==> config.mk <==
export PLATFORM = sky130hd
export DESIGN_NAME = divider
export DESIGN_NICKNAME = d
export VERILOG_FILES = /design/src/rtl/divider_pkg.sv /design/src/rtl/divider_step.sv /design/src/rtl/divider.sv
export SDC_FILE = /design/constraint.sdc
export NUM_CORES = 1
export LEC_CHECK = 0
export CAP_MARGIN = 20
export CORE_MARGIN = 2
export CORE_UTILIZATION = 55
export CTS_CLUSTER_DIAMETER = 200
export DETAILED_ROUTE_END_ITERATION = 10
export DONT_BUFFER_PORTS = 1
export PLACE_DENSITY = 0.8
export SETUP_SLACK_MARGIN = 0.4
export SYNTH_ARGS = -nofsm -noshare
export SYNTH_HDL_FRONTEND = slang
export SYNTH_SLANG_ARGS = --single-unit
==> constraint.sdc <==
create_clock -name clk -period 5.4 [get_ports clk]
set_input_delay 1.08 -clock clk [delete_from_list [all_inputs] [get_ports clk]]
set_output_delay 1.08 -clock clk [all_outputs]
set_load 0.02 [all_outputs]
==> src/rtl/divider_pkg.sv <==
// Shared types and helpers for the sequential restoring divider.
package divider_pkg;

  typedef enum logic [1:0] {
    IDLE = 2'd0,
    CALC = 2'd1,
    DONE = 2'd2
  } state_t;

  function automatic int cnt_width(input int w);
    return $clog2(w + 1);
  endfunction

endpackage

==> src/rtl/divider_step.sv <==
// One combinational restoring-division step: shift in a dividend bit,
// trial-subtract the divisor, keep the difference if it did not borrow.
module divider_step #(
  parameter int DATA_WIDTH_2 = 8
) (
  input  logic [DATA_WIDTH_2:0]   rem,
  input  logic                    bit_in,
  input  logic [DATA_WIDTH_2-1:0] divisor,
  output logic [DATA_WIDTH_2:0]   rem_next,
  output logic                    q_bit
);

  logic [DATA_WIDTH_2+1:0] shifted;
  logic [DATA_WIDTH_2+1:0] trial;

  assign shifted  = {rem, bit_in};
  assign trial    = shifted - {2'b00, divisor};
  // Top bit of trial is the borrow: clear means the subtract fit.
  assign q_bit    = ~trial[DATA_WIDTH_2+1];
  assign rem_next = q_bit ? trial[DATA_WIDTH_2:0]
                          : shifted[DATA_WIDTH_2:0];

endmodule

==> src/rtl/divider.sv <==
// Sequential unsigned restoring divider, one quotient bit per clock,
// start/busy/valid handshake, results held until the next operation.
module divider
  import divider_pkg::*;
#(
  parameter int DATA_WIDTH_1 = 8,
  parameter int DATA_WIDTH_2 = 8
) (
  input  logic                    clk,
  input  logic                    rst,
  input  logic                    start_i,
  input  logic [DATA_WIDTH_1-1:0] dividend_i,
  input  logic [DATA_WIDTH_2-1:0] divisor_i,
  output logic                    busy_o,
  output logic                    valid_o,
  output logic [DATA_WIDTH_1-1:0] quotient_o,
  output logic [DATA_WIDTH_2-1:0] remainder_o,
  output logic                    div_by_zero_o
);

  localparam int CW = cnt_width(DATA_WIDTH_1);

  state_t state;
  state_t state_next;

  logic [DATA_WIDTH_1-1:0] dvd;
  logic [DATA_WIDTH_2-1:0] dvs;
  logic [DATA_WIDTH_2:0]   rem;
  logic [DATA_WIDTH_2:0]   rem_next;
  logic [CW-1:0]           cnt;
  logic                    q_bit;
  logic                    accept;
  logic                    zero_div;
  logic                    last;

  assign accept   = start_i && (state != CALC);
  assign zero_div = (divisor_i == '0);
  assign last     = (cnt == CW'(1));

  divider_step #(
    .DATA_WIDTH_2(DATA_WIDTH_2)
  ) u_step (
    .rem     (rem),
    .bit_in  (dvd[DATA_WIDTH_1-1]),
    .divisor (dvs),
    .rem_next(rem_next),
    .q_bit   (q_bit)
  );

  always_ff @(posedge clk) begin
    if (rst) state <= IDLE;
    else     state <= state_next;
  end

  always_comb begin
    state_next = IDLE;
    case (state)
      IDLE, DONE: begin
        if (accept) state_next = zero_div ? DONE : CALC;
        else        state_next = IDLE;
      end
      CALC:    state_next = last ? DONE : CALC;
      default: state_next = IDLE;
    endcase
  end

  always_comb begin
    busy_o  = 1'b0;
    valid_o = 1'b0;
    case (state)
      CALC:    busy_o  = 1'b1;
      DONE:    valid_o = 1'b1;
      default: ;
    endcase
  end

  always_ff @(posedge clk) begin
    if (rst) begin
      dvd           <= '0;
      dvs           <= '0;
      rem           <= '0;
      cnt           <= '0;
      quotient_o    <= '0;
      remainder_o   <= '0;
      div_by_zero_o <= 1'b0;
    end else if (accept) begin
      if (zero_div) begin
        quotient_o    <= '1;
        remainder_o   <= '0;
        div_by_zero_o <= 1'b1;
      end else begin
        dvd <= dividend_i;
        dvs <= divisor_i;
        rem <= '0;
        cnt <= CW'(DATA_WIDTH_1);
      end
    end else if (state == CALC) begin
      dvd <= {dvd[DATA_WIDTH_1-2:0], q_bit};
      rem <= rem_next;
      cnt <= cnt - CW'(1);
      if (last) begin
        quotient_o    <= {dvd[DATA_WIDTH_1-2:0], q_bit};
        remainder_o   <= rem_next[DATA_WIDTH_2-1:0];
        div_by_zero_o <= 1'b0;
      end
    end
  end

endmodule

; ---- Word level (Yosys, flattened, before mapping)
; Cells that the tools add are included.
[op_classes]
mux = 28
n_eq_ne = 6
add_sub_neg = 2
n_reduce_logical = 9
bitwise = 2
[ops]
columns = op, count
row1 = $mux 8, 11
row2 = $mux 9, 4
row3 = $mux 4, 3
row4 = $sub 10x8->10, 1
row5 = $logic_not 8->1, 1
row6 = $mux 1, 6
row7 = $mux 2, 3
row8 = $eq 4x1->1 const B, 1
row9 = $ne 2x1->1 const B, 2
row10 = $pmux 2 s2, 1
row11 = $reduce_and 2->1, 2
row12 = $reduce_bool 2->1, 2
row13 = $sub 4x1->4 const B, 1
row14 = $reduce_and 3->1, 1
row15 = $eq 2x1->1 const B, 1
row16 = $eq 2x2->1 const B, 1
row17 = $logic_not 2->1, 1
row18 = $ne 2x2->1 const B, 1
row19 = $not 1->1, 2
row20 = $reduce_or 2->1, 1
row21 = $logic_and 1x1->1, 1
[totals]
elab_cells = 55
output_inout_bits = 19
ff_bits = 48

; ---- Depth between registers and ports, before layout
[depth]
word_depth = 5
depth_mapped = 9
mapped_depth_nobuf = 9

; ---- Cells and area by module
; A second synthesis with hierarchy kept.
[hier_totals]
hier_cells = 280
hier_area_um2 = 2587.5
[modules_own_cells]
columns = mod, instances, cells_each, seq_area_each_um2, area_each_um2
row1 = divider, 1, 208, 960.9, 2021.9
row2 = divider_step, 1, 72, 0.0, 565.5

; ---- Least setup slack after synthesis
; Ideal clock, no wire load.
[synth_timing]
path_type = input to register
from = input divisor_i[3]
to = register remainder_o[0]
stages = 5
n_path_buf = 0
setup_ns = 0.117
slack_ns = 2.993
arrival_time_ns = 2.290
required_ns = 5.283
cell_sequence = nor4_1 > nand2_1 > o21ai_2 > nor2_1 > a22o_1
[synth_between]
elab_chain_cells = 3
[synth_rtl]
columns = element, line
row1 = "start, declared", divider.sv:13  ; input logic [DATA_WIDTH_2-1:0] divisor_i,
row2 = $logic_not 8->1, divider.sv:37  ; assign zero_div = (divisor_i == '0);
row3 = $ne 2x1->1 (no line), -
row4 = $reduce_and 3->1 (no line), -
row5 = "end signal, assigned", divider.sv:103  ; remainder_o <= rem_next[DATA_WIDTH_2-1:0];
row6 = "end, declared", divider.sv:17  ; output logic [DATA_WIDTH_2-1:0] remainder_o,
; Every way passes these cells.
; A chain may end at the register's enable or synchronous reset.

; ---- Worst setup path in the final report
[layout_timing]
from = input divisor_i[3]
to = register rem[2]
[layout_between]
elab_chain_cells = 3
[layout_rtl]
columns = element, line
row1 = $logic_not 8->1, divider.sv:37
row2 = $ne 2x2->1 (no line), -
row3 = $reduce_and 2->1 (no line), -
row4 = "end signal, assigned", divider.sv:99  ; rem <= rem_next;
row5 = "end, declared", divider.sv:28  ; logic [DATA_WIDTH_2:0] rem;
; Every way passes these cells.

==> qor.csv <==
stage,metric,value,unit
timing,final setup violation count,0,
global_routing,vias in the first global route,1871,
logic_synthesis,Yosys top cell by area,dfxtp_1,
critical_path,crit path buf inv count,0,
global_routing,largest net degree at the start of global routing,40,
power_and_ir_drop,PnR Total Power,0.8563,mW
clock_network,CTS Sinks,48,
logic_synthesis,post-synthesis adder-cell area fraction,0.06073,
logic_synthesis,area share of the largest cell type after synthesis,0.4021,
logic_synthesis,top-count cell post-synth,dfxtp_1,
logic_synthesis,synth warn,0,
global_routing,grt ovf,0,
die,io pins,38,
timing,Max Freq,399.7,MHz
die,core area,4086,sq um
critical_path,WP data required,5.65,ns
hold_path,Hold Path Class,register to register,
timing,final setup TNS,0,ns
logic_synthesis,Syn Inst Count,289,
power_and_ir_drop,Sw Share,0.3358,
clock_network,clk slew on worst S/H paths,0.09,ns
clock_network,clock root buffer master,clkbuf_8,
timing,Rel. slew slack,0.5488,
die,Die Span Y,69.92,microns
finish,Area growth syn-to-layout,3.770,%
critical_path,Max stage delay on crit path,0.43,ns
logic_synthesis,synthesized area,2390,sq um
power_and_ir_drop,Max IR drop VDD,207.3,uV
route,Pre-antenna DRT Iters,4,
critical_path,"Cell Chain, Critical Path",nor4_1 -> nand2_1 -> a21o_1 -> nor2_2 -> nand2_1 -> o21ai_1,
clock_network,post_cts resized,0,
power_and_ir_drop,pwr/cell area,345.3,nW/um^2
route,DR WL/cell,14.70,microns
clock_network,postcts setup bufs,0,
logic_synthesis,ys flop type,dfxtp_1,
logic_synthesis,main combinational cell family by area after synthesis,simple AND/OR/NAND/NOR gates,
clock_network,H-Tree Depth,2,
logic_synthesis,Synth cell types,52,
route,remaining antenna violation count,0,
clock_network,TritonCTS Buffers,5,
timing,setup ws final,2.898,ns
power_and_ir_drop,combinational power share,0.278,
logic_synthesis,Synth area leaders,"dfxtp_1 (40%), nand2_1 (7.4%), nor2_1 (6.3%)",
place,Port Buffer Count,0,
finish,diode count,0,
critical_path,"most used cell, CP",nand2_1,
power_and_ir_drop,Seq pwr share,0.467,
critical_path,Setup CP Type,input port to register,
place,Final GP Congestion,0.7982,
critical_path,slowest CP cell,a21o_1,
logic_synthesis,simple-gate portion of the synthesized area,0.2518,
clock_network,CTS tree,yes,
finish,final net count,315,
critical_path,endpoint class of the critical path,register,
place,DP HPWL,3636,microns
power_and_ir_drop,cell-internal power,0.5688,mW
clock_network,Clock Latency Late Sink,0.31,ns
die,num rows,23,
clock_network,# hold bufs at CTS,0,
die,initial core utilization,0.5848,
finish,share of layout cells above drive strength 1,0.07343,
clock_network,Clock Path Buffers,2,
route,Starting DRT DRC Count,88,
logic_synthesis,Post-synth top cells,"dfxtp_1 (48), nand2_1 (47), nor2_1 (40), a21oi_1 (18), inv_1 (15)",
logic_synthesis,Async SR Flop Fraction,0,
power_and_ir_drop,Lkg Pwr,0.9606,nW
critical_path,data arrival time of the critical path,2.75,ns
timing,Worst Tran Pin Value,0.6768,ns
logic_synthesis,syn avg cell area,8.269,sq um
finish,fin util,0.6069,
global_routing,initial antenna violation count,0,
die,full die area,4888,sq um
run_status,status,finished clean,
die,DIE WIDTH,69.92,microns
logic_synthesis,mux contribution to synthesized area,0.02513,
timing,Fin. Hold Viols,0,
route,Via-to-Cell Ratio,5.801,
global_routing,all-layer global routing usage,0.2135,
critical_path,CP Launch Type,input port,
route,WL final,4939,microns
timing,unrepaired setup endpoints after global routing,false,
critical_path,CP top delay family,simple AND/OR/NAND/NOR gates,
timing,crit share post-route,0.4633,
logic_synthesis,#FFs+latches synth,48,
critical_path,Crit Path Max Fanout,18,
logic_synthesis,Synth Area in XOR/XNOR,0.01466,
timing,fin crit period,2.502,ns
logic_synthesis,Post-Syn Nets,319,
power_and_ir_drop,clock power share,0.255,
place,Worst Setup Slack post-DPL,2.569,ns
logic_synthesis,sequential element share of the synthesized area,0.4021,
logic_synthesis,Synth Area in Compound Gates,0.1948,
route,DRC errors left,0,
timing,Final Max Tran Viols,0,
power_and_ir_drop,P_sw,0.2875,mW
route,DR vias,1949,
run,Max-Cap Viols,0,
global_routing,first-pass GRT wire length,8445,microns
logic_synthesis,Post-synth EDFFs,0,
timing,Setup Skew,0.006260,ns
[worst min-delay path, delay by kind of cell, from the launching register on]
kind / cells / cell delay [ns]
compound gates: 1 / 0.05
flops: 1 / 0.32
simple gates: 1 / 0.05
[cells by family (layout without fill, tap and decap cells)]
logic type / after synthesis / count (layout)
multiplexers: 6 / 6
flip-flops: 48 / 48
AO/OA/AOI/OAI: 65 / 65
XOR/XNOR: 4 / 4
buffers and inverters: 26 / 23
adder cells (fa/ha/maj): 11 / 11
AND/OR/NAND/NOR: 129 / 129
[worst paths after layout]
check                 startpoint                   to  slack, ns  cells past startpoint
max                 divisor_i[3]  rem[2]$_SDFFE_PP0P_       2.90                      6
min          dvs[7]$_SDFFE_PP0P_  dvs[7]$_SDFFE_PP0P_       0.45                      2
max reg2reg  dvs[6]$_SDFFE_PP0P_  rem[3]$_SDFFE_PP0P_       3.05                      8
min reg2reg  dvs[7]$_SDFFE_PP0P_  dvs[7]$_SDFFE_PP0P_       0.45                      2
[registers in the layout (all words and copies together), names as in the netlist]
name	cells
rem	9
quotient_o	8
dvs	8
div_by_zero_o	1
dvd	8
cnt	4
remainder_o	8
state	2
[per-layer routing]
metal	share of wire	GRT usage	routed length [microns]
met2	0.45	0.3333	2224
met5	0	0	0
met1	0.48	0.2728	2353
met4	0.012	0.08333	61
met3	0.061	0.07215	299
[power by group through the flow]
| stage | clock, mW | sequential [mW] | combinational [mW] |
|---|---|---|---|
| global route | 0.237 | 0.403 | 0.266 |
| finish | 0.218 | 0.400 | 0.238 |
| floorplan | 0 | 0.401 | 0.207 |
| CTS | 0.224 | 0.400 | 0.238 |
| detailed placement | 0 | 0.408 | 0.236 |
| global placement | 0 | 0.407 | 0.232 |
[cell usage in the layout, fill, tap and decap left out, drive strengths merged, types with 5 or more instances in the layout]
master   n
a21oi   19
inv     15
nand2   48
a22o     8
nor3    13
ha      10
a311oi   8
mux2i    6
nor2    41
o21ai   13
dfxtp   48
clkbuf   5
[layout make-up]
cell class | instances | area, sq um
inverters | 15 | 56.30
clock buffers | 5 | 68.82
fillers | 383 | 1607
multi-input cells | 215 | 1308
well taps | 50 | 62.56
flip-flops and latches | 48 | 960.9
clock inverters | 3 | 23.77
[through the flow]
| step | hold WS [ns] | std cells | cell area [sq um] |
|---|---|---|---|
| 6_report | 0.4519 | 336 | 2480 |
| 5_1_grt | 0.4721 | 336 | 2480 |
| 4_1_cts | 0.4534 | 336 | 2480 |
| 3_5_place_dp | 0.4412 | 328 | 2387 |
| 3_3_place_gp | 0.4369 | 328 | 2387 |
| 2_1_floorplan | 0.4363 | 289 | 2390 |
No activity file was read; power rests on OpenSTA's default activity.
